### src/rtl/angle_zone_indexer_if.sv
// Host-side bundle for the angle zone indexer: request fields driven by the
// command parser, result fields consumed by the point-packet framer.
//
// Handshake: i_start is a single-cycle request, accepted only while o_busy is
// low. Once accepted, o_busy stays high through the cycle in which o_done
// pulses. All result fields change together in that o_done cycle and hold
// until the next o_done.
interface angle_zone_indexer_if #(
   parameter int ZONES   = 4,
   parameter int ANGLE_W = 32,
   parameter int IDX_W   = 16
);
   logic                     i_start;
   logic                     i_round;
   logic                     i_wrap_en;
   logic [IDX_W-1:0]         i_angle_reso;
   logic [ZONES*ANGLE_W-1:0] i_start_angle;
   logic [ZONES*ANGLE_W-1:0] i_stop_angle;
   logic [ZONES*IDX_W-1:0]   o_start_index;
   logic [ZONES*IDX_W-1:0]   o_stop_index;
   logic [ZONES*IDX_W-1:0]   o_index_num;
   logic [IDX_W-1:0]         o_index_max;
   logic [ZONES-1:0]         o_err;
   logic                     o_busy;
   logic                     o_done;

   modport master (
      output i_start, i_round, i_wrap_en, i_angle_reso, i_start_angle, i_stop_angle,
      input  o_start_index, o_stop_index, o_index_num, o_index_max, o_err, o_busy, o_done
   );

   modport slave (
      input  i_start, i_round, i_wrap_en, i_angle_reso, i_start_angle, i_stop_angle,
      output o_start_index, o_stop_index, o_index_num, o_index_max, o_err, o_busy, o_done
   );
endinterface

### src/rtl/angle_zone_indexer.sv
// Converts ZONES start/stop angle pairs into scan-point indices using one
// shared serial restoring divider. Results collect in shadow registers and
// are published together in the o_done cycle.
module angle_zone_indexer #(
   parameter int ZONES      = 4,
   parameter int ANGLE_W    = 32,
   parameter int IDX_W      = 16,
   parameter int OFFSET     = 900000,
   parameter int FULL_SCALE = 3600000,
   parameter int RST_STOP   = 3600
) (
   input  logic                 i_clk,
   input  logic                 i_rst,
   angle_zone_indexer_if.slave  bus,
   output logic [2:0]           o_dbg_state
);

   localparam int ZW = (ZONES > 1) ? $clog2(ZONES) : 1;
   localparam int CW = $clog2(ANGLE_W + 1);
   localparam int NW = IDX_W + 2;
   localparam logic [ANGLE_W-1:0] IDX_ALL = {{(ANGLE_W-IDX_W){1'b0}}, {IDX_W{1'b1}}};

   typedef enum logic [2:0] {
      S_IDLE, S_LATCH, S_DIV_MAX, S_DIV_START, S_DIV_STOP, S_COUNT, S_DONE
   } state_t;

   state_t                   r_state;
   logic [CW-1:0]            r_cnt;
   logic [ZW-1:0]            r_zone;
   logic [IDX_W-1:0]         r_reso;
   logic                     r_round;
   logic                     r_wrap;
   logic [ZONES*ANGLE_W-1:0] r_start_ang;
   logic [ZONES*ANGLE_W-1:0] r_stop_ang;
   logic [ANGLE_W-1:0]       r_dvd;
   logic [IDX_W-1:0]         r_rem;
   logic                     r_neg;
   logic [IDX_W-1:0]         r_idx_max;
   logic [IDX_W-1:0]         r_sh_start [ZONES];
   logic [IDX_W-1:0]         r_sh_stop  [ZONES];
   logic [IDX_W-1:0]         r_sh_num   [ZONES];
   logic [ZONES-1:0]         r_sh_err;

   logic [ANGLE_W-1:0]       w_sel_ang;
   logic [ANGLE_W-1:0]       w_a;
   logic [ANGLE_W-1:0]       w_half;
   logic [ANGLE_W-1:0]       w_load_dvd;
   logic [IDX_W:0]           w_rem_sh;
   logic                     w_ge;
   logic [IDX_W-1:0]         w_rem_nx;
   logic [ANGLE_W-1:0]       w_q;
   logic [ANGLE_W-1:0]       w_lim;
   logic [IDX_W-1:0]         w_idx;
   logic [IDX_W-1:0]         w_max_q;
   logic [NW-1:0]            w_cs;
   logic [NW-1:0]            w_ce;
   logic [NW-1:0]            w_mx;
   logic [NW-1:0]            w_num_raw;
   logic [IDX_W-1:0]         w_num;

   assign o_dbg_state = r_state;

   // Divider datapath: dividend selection at load, one restoring step per cycle,
   // and the clamped index that a finishing division writes back.
   always_comb begin
      w_sel_ang  = (r_state == S_DIV_STOP) ? r_stop_ang[r_zone*ANGLE_W +: ANGLE_W]
                                           : r_start_ang[r_zone*ANGLE_W +: ANGLE_W];
      w_a        = w_sel_ang + ANGLE_W'(OFFSET);
      w_half     = r_round ? ANGLE_W'(r_reso >> 1) : '0;
      w_load_dvd = (r_state == S_DIV_MAX) ? ANGLE_W'(FULL_SCALE) : (w_a + w_half);
      w_rem_sh   = {r_rem, r_dvd[ANGLE_W-1]};
      w_ge       = (w_rem_sh >= {1'b0, r_reso});
      w_rem_nx   = w_ge ? (w_rem_sh[IDX_W-1:0] - r_reso) : w_rem_sh[IDX_W-1:0];
      w_q        = {r_dvd[ANGLE_W-2:0], w_ge};
      w_lim      = {{(ANGLE_W-IDX_W){1'b0}}, r_idx_max} - ANGLE_W'(1);
      if (r_neg) begin
         w_idx = '0;
      end else if (w_q > w_lim) begin
         w_idx = r_idx_max - IDX_W'(1);
      end else begin
         w_idx = w_q[IDX_W-1:0];
      end
      // points per revolution saturates if it cannot be represented
      w_max_q = (w_q > IDX_ALL) ? {IDX_W{1'b1}} : w_q[IDX_W-1:0];
   end

   // Point count for the current zone, including the legacy non-wrapping case.
   always_comb begin
      w_cs = NW'(r_sh_start[r_zone]);
      w_ce = NW'(r_sh_stop[r_zone]);
      w_mx = NW'(r_idx_max);
      if (w_ce >= w_cs) begin
         w_num_raw = w_ce - w_cs + NW'(1);
      end else if (r_wrap) begin
         w_num_raw = w_mx - w_cs + w_ce + NW'(1);
      end else begin
         w_num_raw = w_cs - w_ce + NW'(1);
      end
      w_num = (w_num_raw > w_mx) ? r_idx_max : w_num_raw[IDX_W-1:0];
   end

   // Control FSM, snapshot/shadow registers and registered outputs.
   always_ff @(posedge i_clk or posedge i_rst) begin
      if (i_rst) begin
         r_state           <= S_IDLE;
         r_cnt             <= '0;
         r_zone            <= '0;
         r_reso            <= '0;
         r_round           <= 1'b0;
         r_wrap            <= 1'b0;
         r_start_ang       <= '0;
         r_stop_ang        <= '0;
         r_dvd             <= '0;
         r_rem             <= '0;
         r_neg             <= 1'b0;
         r_idx_max         <= '0;
         r_sh_err          <= '0;
         for (int z = 0; z < ZONES; z++) begin
            r_sh_start[z]                     <= '0;
            r_sh_stop[z]                      <= '0;
            r_sh_num[z]                       <= '0;
            bus.o_start_index[z*IDX_W +: IDX_W] <= '0;
            bus.o_stop_index[z*IDX_W +: IDX_W]  <= IDX_W'(RST_STOP);
            bus.o_index_num[z*IDX_W +: IDX_W]   <= IDX_W'(RST_STOP);
         end
         bus.o_index_max   <= IDX_W'(RST_STOP);
         bus.o_err         <= '0;
         bus.o_busy        <= 1'b0;
         bus.o_done        <= 1'b0;
      end else begin
         case (r_state)
            S_IDLE: begin
               bus.o_done <= 1'b0;
               bus.o_busy <= bus.i_start;
               if (bus.i_start) begin
                  r_state <= S_LATCH;
               end
            end
            S_LATCH: begin
               r_reso      <= bus.i_angle_reso;
               r_round     <= bus.i_round;
               r_wrap      <= bus.i_wrap_en;
               r_start_ang <= bus.i_start_angle;
               r_stop_ang  <= bus.i_stop_angle;
               r_zone      <= '0;
               r_cnt       <= '0;
               if (bus.i_angle_reso == '0) begin
                  // illegal resolution: publish an all-zero, all-error result
                  r_idx_max <= '0;
                  r_sh_err  <= '1;
                  for (int z = 0; z < ZONES; z++) begin
                     r_sh_start[z] <= '0;
                     r_sh_stop[z]  <= '0;
                     r_sh_num[z]   <= '0;
                  end
                  r_state <= S_DONE;
               end else begin
                  r_sh_err <= '0;
                  r_state  <= S_DIV_MAX;
               end
            end
            S_DIV_MAX, S_DIV_START, S_DIV_STOP: begin
               if (r_cnt == '0) begin
                  r_dvd <= w_load_dvd;
                  r_rem <= '0;
                  r_neg <= (r_state != S_DIV_MAX) && w_a[ANGLE_W-1];
                  r_cnt <= CW'(1);
               end else begin
                  r_dvd <= w_q;
                  r_rem <= w_rem_nx;
                  if (r_cnt == CW'(ANGLE_W)) begin
                     r_cnt <= '0;
                     if (r_state == S_DIV_MAX) begin
                        r_idx_max <= w_max_q;
                        r_state   <= S_DIV_START;
                     end else if (r_state == S_DIV_START) begin
                        r_sh_start[r_zone] <= w_idx;
                        r_sh_err[r_zone]   <= r_neg;
                        r_state            <= S_DIV_STOP;
                     end else begin
                        r_sh_stop[r_zone] <= w_idx;
                        if (r_neg) begin
                           r_sh_err[r_zone] <= 1'b1;
                        end
                        r_state <= S_COUNT;
                     end
                  end else begin
                     r_cnt <= r_cnt + CW'(1);
                  end
               end
            end
            S_COUNT: begin
               r_sh_num[r_zone] <= w_num;
               if (r_zone == ZW'(ZONES - 1)) begin
                  r_state <= S_DONE;
               end else begin
                  r_zone  <= r_zone + ZW'(1);
                  r_state <= S_DIV_START;
               end
            end
            S_DONE: begin
               for (int z = 0; z < ZONES; z++) begin
                  bus.o_start_index[z*IDX_W +: IDX_W] <= r_sh_start[z];
                  bus.o_stop_index[z*IDX_W +: IDX_W]  <= r_sh_stop[z];
                  bus.o_index_num[z*IDX_W +: IDX_W]   <= r_sh_num[z];
               end
               bus.o_index_max <= r_idx_max;
               bus.o_err       <= r_sh_err;
               bus.o_done      <= 1'b1;
               r_state         <= S_IDLE;
            end
            default: begin
               r_state <= S_IDLE;
            end
         endcase
      end
   end

endmodule

### src/flat_wrapper.sv
// flat-port wrapper written by rule: the top's interface ports become plain ports
module angle_zone_indexer_flat 
#(
   parameter int ZONES      = 4,
   parameter int ANGLE_W    = 32,
   parameter int IDX_W      = 16,
   parameter int OFFSET     = 900000,
   parameter int FULL_SCALE = 3600000,
   parameter int RST_STOP   = 3600
)
  (i_clk, i_rst, o_dbg_state, bus_i_start, bus_i_round, bus_i_wrap_en, bus_i_angle_reso, bus_i_start_angle, bus_i_stop_angle, bus_o_start_index, bus_o_stop_index, bus_o_index_num, bus_o_index_max, bus_o_err, bus_o_busy, bus_o_done);
  angle_zone_indexer_if #(.ZONES(ZONES), .ANGLE_W(ANGLE_W), .IDX_W(IDX_W)) bus_i ();
  input  logic i_clk;
  input  logic i_rst;
  output logic [2:0] o_dbg_state;
  input wire logic [$bits(bus_i.i_start)-1:0] bus_i_start;
  input wire logic [$bits(bus_i.i_round)-1:0] bus_i_round;
  input wire logic [$bits(bus_i.i_wrap_en)-1:0] bus_i_wrap_en;
  input wire logic [$bits(bus_i.i_angle_reso)-1:0] bus_i_angle_reso;
  input wire logic [$bits(bus_i.i_start_angle)-1:0] bus_i_start_angle;
  input wire logic [$bits(bus_i.i_stop_angle)-1:0] bus_i_stop_angle;
  output wire logic [$bits(bus_i.o_start_index)-1:0] bus_o_start_index;
  output wire logic [$bits(bus_i.o_stop_index)-1:0] bus_o_stop_index;
  output wire logic [$bits(bus_i.o_index_num)-1:0] bus_o_index_num;
  output wire logic [$bits(bus_i.o_index_max)-1:0] bus_o_index_max;
  output wire logic [$bits(bus_i.o_err)-1:0] bus_o_err;
  output wire logic [$bits(bus_i.o_busy)-1:0] bus_o_busy;
  output wire logic [$bits(bus_i.o_done)-1:0] bus_o_done;
  assign bus_i.i_start = bus_i_start;
  assign bus_i.i_round = bus_i_round;
  assign bus_i.i_wrap_en = bus_i_wrap_en;
  assign bus_i.i_angle_reso = bus_i_angle_reso;
  assign bus_i.i_start_angle = bus_i_start_angle;
  assign bus_i.i_stop_angle = bus_i_stop_angle;
  assign bus_o_start_index = bus_i.o_start_index;
  assign bus_o_stop_index = bus_i.o_stop_index;
  assign bus_o_index_num = bus_i.o_index_num;
  assign bus_o_index_max = bus_i.o_index_max;
  assign bus_o_err = bus_i.o_err;
  assign bus_o_busy = bus_i.o_busy;
  assign bus_o_done = bus_i.o_done;
  angle_zone_indexer #(.ZONES(ZONES), .ANGLE_W(ANGLE_W), .IDX_W(IDX_W), .OFFSET(OFFSET), .FULL_SCALE(FULL_SCALE), .RST_STOP(RST_STOP)) u_core (.i_clk(i_clk), .i_rst(i_rst), .bus(bus_i), .o_dbg_state(o_dbg_state));
endmodule
### config.mk
export PLATFORM = sky130hd
export DESIGN_NAME = angle_zone_indexer_flat
export DESIGN_NICKNAME = d
export VERILOG_FILES = /design/src/rtl/angle_zone_indexer_if.sv /design/src/rtl/angle_zone_indexer.sv /design/src/flat_wrapper.sv
export SDC_FILE = /design/constraint.sdc
export NUM_CORES = 2
export LEC_CHECK = 0
export CELL_PAD_IN_SITES_DETAIL_PLACEMENT = 1
export CELL_PAD_IN_SITES_GLOBAL_PLACEMENT = 2
export CORE_MARGIN = 8
export CORE_UTILIZATION = 25
export DETAILED_ROUTE_END_ITERATION = 8
export GPL_TIMING_DRIVEN = 0
export PLACE_DENSITY = 0.67
export SLEW_MARGIN = 20
export SYNTH_ARGS = -nofsm -noshare
export SYNTH_HDL_FRONTEND = slang
export SYNTH_SLANG_ARGS = --single-unit
### constraint.sdc
create_clock -name i_clk -period 50.7 [get_ports i_clk]
set_input_delay 10.14 -clock i_clk [delete_from_list [all_inputs] [get_ports i_clk]]
set_output_delay 10.14 -clock i_clk [all_outputs]
set_load 0.01 [all_outputs]
Word level (Yosys, flattened, before mapping)
Cells that the tools add are included.

Add/subtract/negate cells: 14. Multipliers: 0. Div/mod/pow operators: 0. $lt $le $gt $ge: 9. Eq/ne operators: 19. Shift operators: 2. Mux-type cells: 64. Bitwise operators: 2. Reduce and logical (&&, ||, !) cells: 18.

Operator list (count): $mux W64 (9); $pmux W64 S2 (3); $shiftx A128 B8 Y32 (2); $mux W16 (15); $bwmux W64 (3); $mux W32 (3); $bmux W16 S2 (2); $add A18 B1 Y18 const B (3); $sub A16 B16 Y17 (3); $mux W18 (2); $add A32 B20 Y32 const B (1); $add A32 B32 Y32 (1); $demux W16 S2 (1); $gt A32 B16 Y1 const B (1); $gt A32 B32 Y1 (1); $pmux W16 S2 (1); $mux W4 (6); $add A18 B16 Y18 (1); $gt A18 B16 Y1 (1); $mux W3 (6); $ge A17 B16 Y1 (1); $sub A16 B1 Y17 const B (1); $ge A16 B16 Y1 (1); $logic_not A16 Y1 (1); 39 further kinds (59).

Bits in registers: 760. Latch bits: 0. Memory bits (writable): 0. Bits in read-only memories: 0. Input port bits: 277. Output and inout port bits: 217. Word-level logic and storage cells: 160. Memories kept: 0.

Logic depth before layout (Yosys ltp)
Depth in word-level cells: 13. Depth in mapped cells: 42. Mapped depth without buffers: 35.

Least setup slack after synthesis
Ideal clock, no wire load.

Path type: in2reg. Start: input bus_i_angle_reso[11]. End: register u_core.r_sh_stop[49] in the netlist's numbering. Library setup time: 84 ps. Arrival time: 12053 ps. Data required time: 50616 ps. Path slack: 38564 ps. Cell stages on the path: 7. Path buffers: 1. Cells stage by stage: nor4_1 > nand4_1 > o22a_1 > nor4_1 > nand2_1 > clkbuf_1 > o21ai_0.

Cells in the longest elaborated chain, start to end: 3.

RTL lines: from (decl) (RTL line flat_wrapper.sv:19) `input wire logic [$bits(bus_i.i_angle_reso)-1:0] bus_i_angle_reso;`; $logic_not A16 Y1 (RTL line angle_zone_indexer.sv:147) `if (bus.i_angle_reso == '0) begin`; $ne A2 B1 Y1 (no source line); $reduce_and A6 Y1 (no source line); to (signal, indexed assignment) (RTL line angle_zone_indexer.sv:181) `r_sh_stop[r_zone] <= w_idx;`; to (decl) (RTL line angle_zone_indexer.sv:40) `logic [IDX_W-1:0] r_sh_stop [ZONES];`.

Every way passes these cells. A chain may end at the register's enable or synchronous reset.

Worst setup path after layout
Start: input bus_i_angle_reso[0]. End: register u_core.r_sh_stop[61] in the netlist's numbering.

Same word-level chain as after synthesis.

==> out/metrics.cfg <==
[route]
drt-pass1-iter-count = 5
via_per_inst = 4.78
post_drt_wl_per_cell_microns = 25.1
drcViolationCount = 0
routed_wl_mm = 170
vias = 32400
drt.antenna.violating_nets = 0
drt_iter0_drc = 1890

[clock_tree]
post_cts_buffers = 0
clk_pin_slew_worst_paths_ns = 0.06
cts_root_buf = clkbuf_16
cts_buffer_depth = 3
numCtsBuffers = 93
cts_tree = built
htreeDepth = 3
insertion_delay_ns = 0.70
post_cts_resized = 0
hold_buffers = 0
numClockSinks = 760

[synth]
postSynth.asyncResetShare_pct = 100
synth_nets = 4471
synth_seq_cells = 760
synthCells = 4030
synth.avg_cell_area_sq_um = 9.86
synth_edf_count = 0
ys_seq_area_share_pct = 48.0
yosysWarnings = 0
synth_cell_types = 88
synth_area_sq_mm = 0.0397
synth_ff_type = dfrtp_1

[power_and_ir_drop]
vdd_drop_max_mv = 0.0229
total_leakage_power_uw = 0.0224
p_per_area_mw_per_mm2 = 26.3
totalPowerFinal_uw = 1330

[min_path]
holdPathStages = 2
hold_class = reg -> reg
min_from = u_core.r_stop_ang[96]
holdPathEnd = u_core.r_stop_ang[96]

[setup_path]
cp.arrival_ns = 14.09
r2r_setup_slack_ns = 38.35
cp-start-kind = input port
r2r_cells = 40
critPathKind = in -> reg
path_max_fanout = 10
reg2reg_from = u_core.r_zone[0]
worstPathRequired_ns = 51.30
end_kind = flop
timing.rr.end = u_core.r_sh_num[28]

[global_routing]
grt_max_degree = 99
grt_pass1_wl_mm = 250
grt_overflow = 0
grt_pass1_vias = 35300
grt_util_all_layers_pct = 19.4
antenna_found_initial = 17

[timing]
skew_ns = 0.0278
rsz0062_at_grt = no
relSlewSlack_pct = 20.8
setup_viol = 0
tightestPinTransition_ns = 1.15
max_clock_freq_mhz = 74.1
tns_ns = 0
holdWs_ns = 0.470
hold_violations = 0
slew_viol_final = 0
finalCritPeriodShare_pct = 26.6
period_minus_slack_ns = 13.49

[die]
die_h_microns = 415
core_sq_mm = 0.158
die_w_microns = 415
dieArea_sq_mm = 0.172
initial_core_util_pct = 25.1
core.rowCount = 146
io-pin-count = 494

[final_layout]
final_cell_mix = 1134 x nand2_1, 724 x dfrtp_1, 493 x clkdlybuf4s50_1, 270 x o21ai_0, 222 x mux2_2
final_design_area_no_fill_sq_mm = 0.0507
area_growth_pct = 27.6
instances_no_fill = 6778
final_common_cell = nand2_1
drive_gt1_share_pct = 11.6
layout.nets = 5069

[place]
placed_area_sq_mm = 0.0475
place_hpwl_mm = 134
io_buffers = 493
place_inst = 6604
routabilityCongestion = 0.843

[status]
status = finished, final reports clean

[run]
cap_violations = 0

[metrics by stage]
stage | setup slack [ns] | utilization (%)
2_1_floorplan | 19.29 | -
3_3_place_gp | 8.05 | 29.9
3_5_place_dp | 36.46 | 30.0
4_1_cts | 37.20 | 32.0
5_1_grt | 37.04 | 32.0
6_report | 37.21 | 32.0
[cell usage after synthesis, types with 44 or more instances]
library cell	n	share of area, %
o21ai_0	270	3.4
xor2_1	49	1.1
clkbuf_1	177	1.7
mux2_2	222	6.3
mux2i_1	115	2.9
mux4_2	75	4.3
inv_1	124	1.2
o22ai_1	69	1.1
xnor2_1	84	1.9
nand3_1	44	0.55
dfrtp_1	724	46
ha_1	158	5.0
nor2_1	119	1.1
a21oi_1	108	1.4
nand2_1	1134	11
[sequential cells by signal (all words and copies together), names as in the netlist, 16 cells and up]
signal and count:
u_core.r_sh_num 64, u_core.bus.o_index_max 16, u_core.r_dvd 32, u_core.r_idx_max 16, u_core.r_sh_start 64, u_core.r_start_ang 128, u_core.bus.o_start_index 64, u_core.r_sh_stop 64
u_core.r_reso 16, u_core.r_stop_ang 128, u_core.bus.o_stop_index 64, u_core.r_rem 16, u_core.bus.o_index_num 64
[how the worst max path moves through the flow]
stage                         from                          to  slack [ns]  cells past startpoint
5_1_grt        bus_i_angle_reso[0]        u_core.r_sh_stop[61]       37.04                      8
4_1_cts        bus_i_angle_reso[0]        u_core.r_sh_stop[61]       37.20                      8
3_3_place_gp                 i_rst  u_core.bus.o_index_num[23]        8.05                      2
6_report       bus_i_angle_reso[0]        u_core.r_sh_stop[61]       37.21                      8
2_1_floorplan                i_rst           u_core.bus.o_busy       19.29                      1
3_5_place_dp   bus_i_angle_reso[0]        u_core.r_sh_stop[61]       36.46                      8
[power by group]
group,leakage [uW],internal (uW),switching [uW],total (uW)
Combinational,0.0123,20.9,20.1,41.0
Sequential,0.00859,607,0,607
Clock,0.00153,407,278,685
[cells by family after synthesis]
group	synth area share, %
xor gates and xnor gates	2.93
DFF	48.0
buffers and inverters	3.36
adders and majority gates	5.30
muxes	13.4
and+or+nand+nor	16.3
AOI/OAI and AO/OA	10.7
[per-layer routing]
metal	vias up	global-route usage [%]	part of all wire (%)
met5	-	0	0.046
met4	12	5.34	3.0
met3	200	3.15	3.6
met2	638	35.1	51
met1	16400	23.6	42
li1	15100	-	-
[layout make-up]
class	count	area, sq um
repair buffers	503	5190
multi-input cells	2931	19400
clock buffers	140	2770
flip-flops and latches	760	19100
well taps	2072	2590
fillers	18000	108000
inverters	126	480
plain buffers	213	870
clock inverters	26	358
diodes	7	17.5
[worst max-delay path: stages]
cell and delay, ns:
clkdlybuf4s50_1 0.65, nor4_1 0.46, nand4_1 0.60, o22a_1 0.47, nor4_2 0.62, nand2_1 0.47
clkbuf_1 0.40, o21ai_0 0.25
Power figures use the tool's default switching activity.
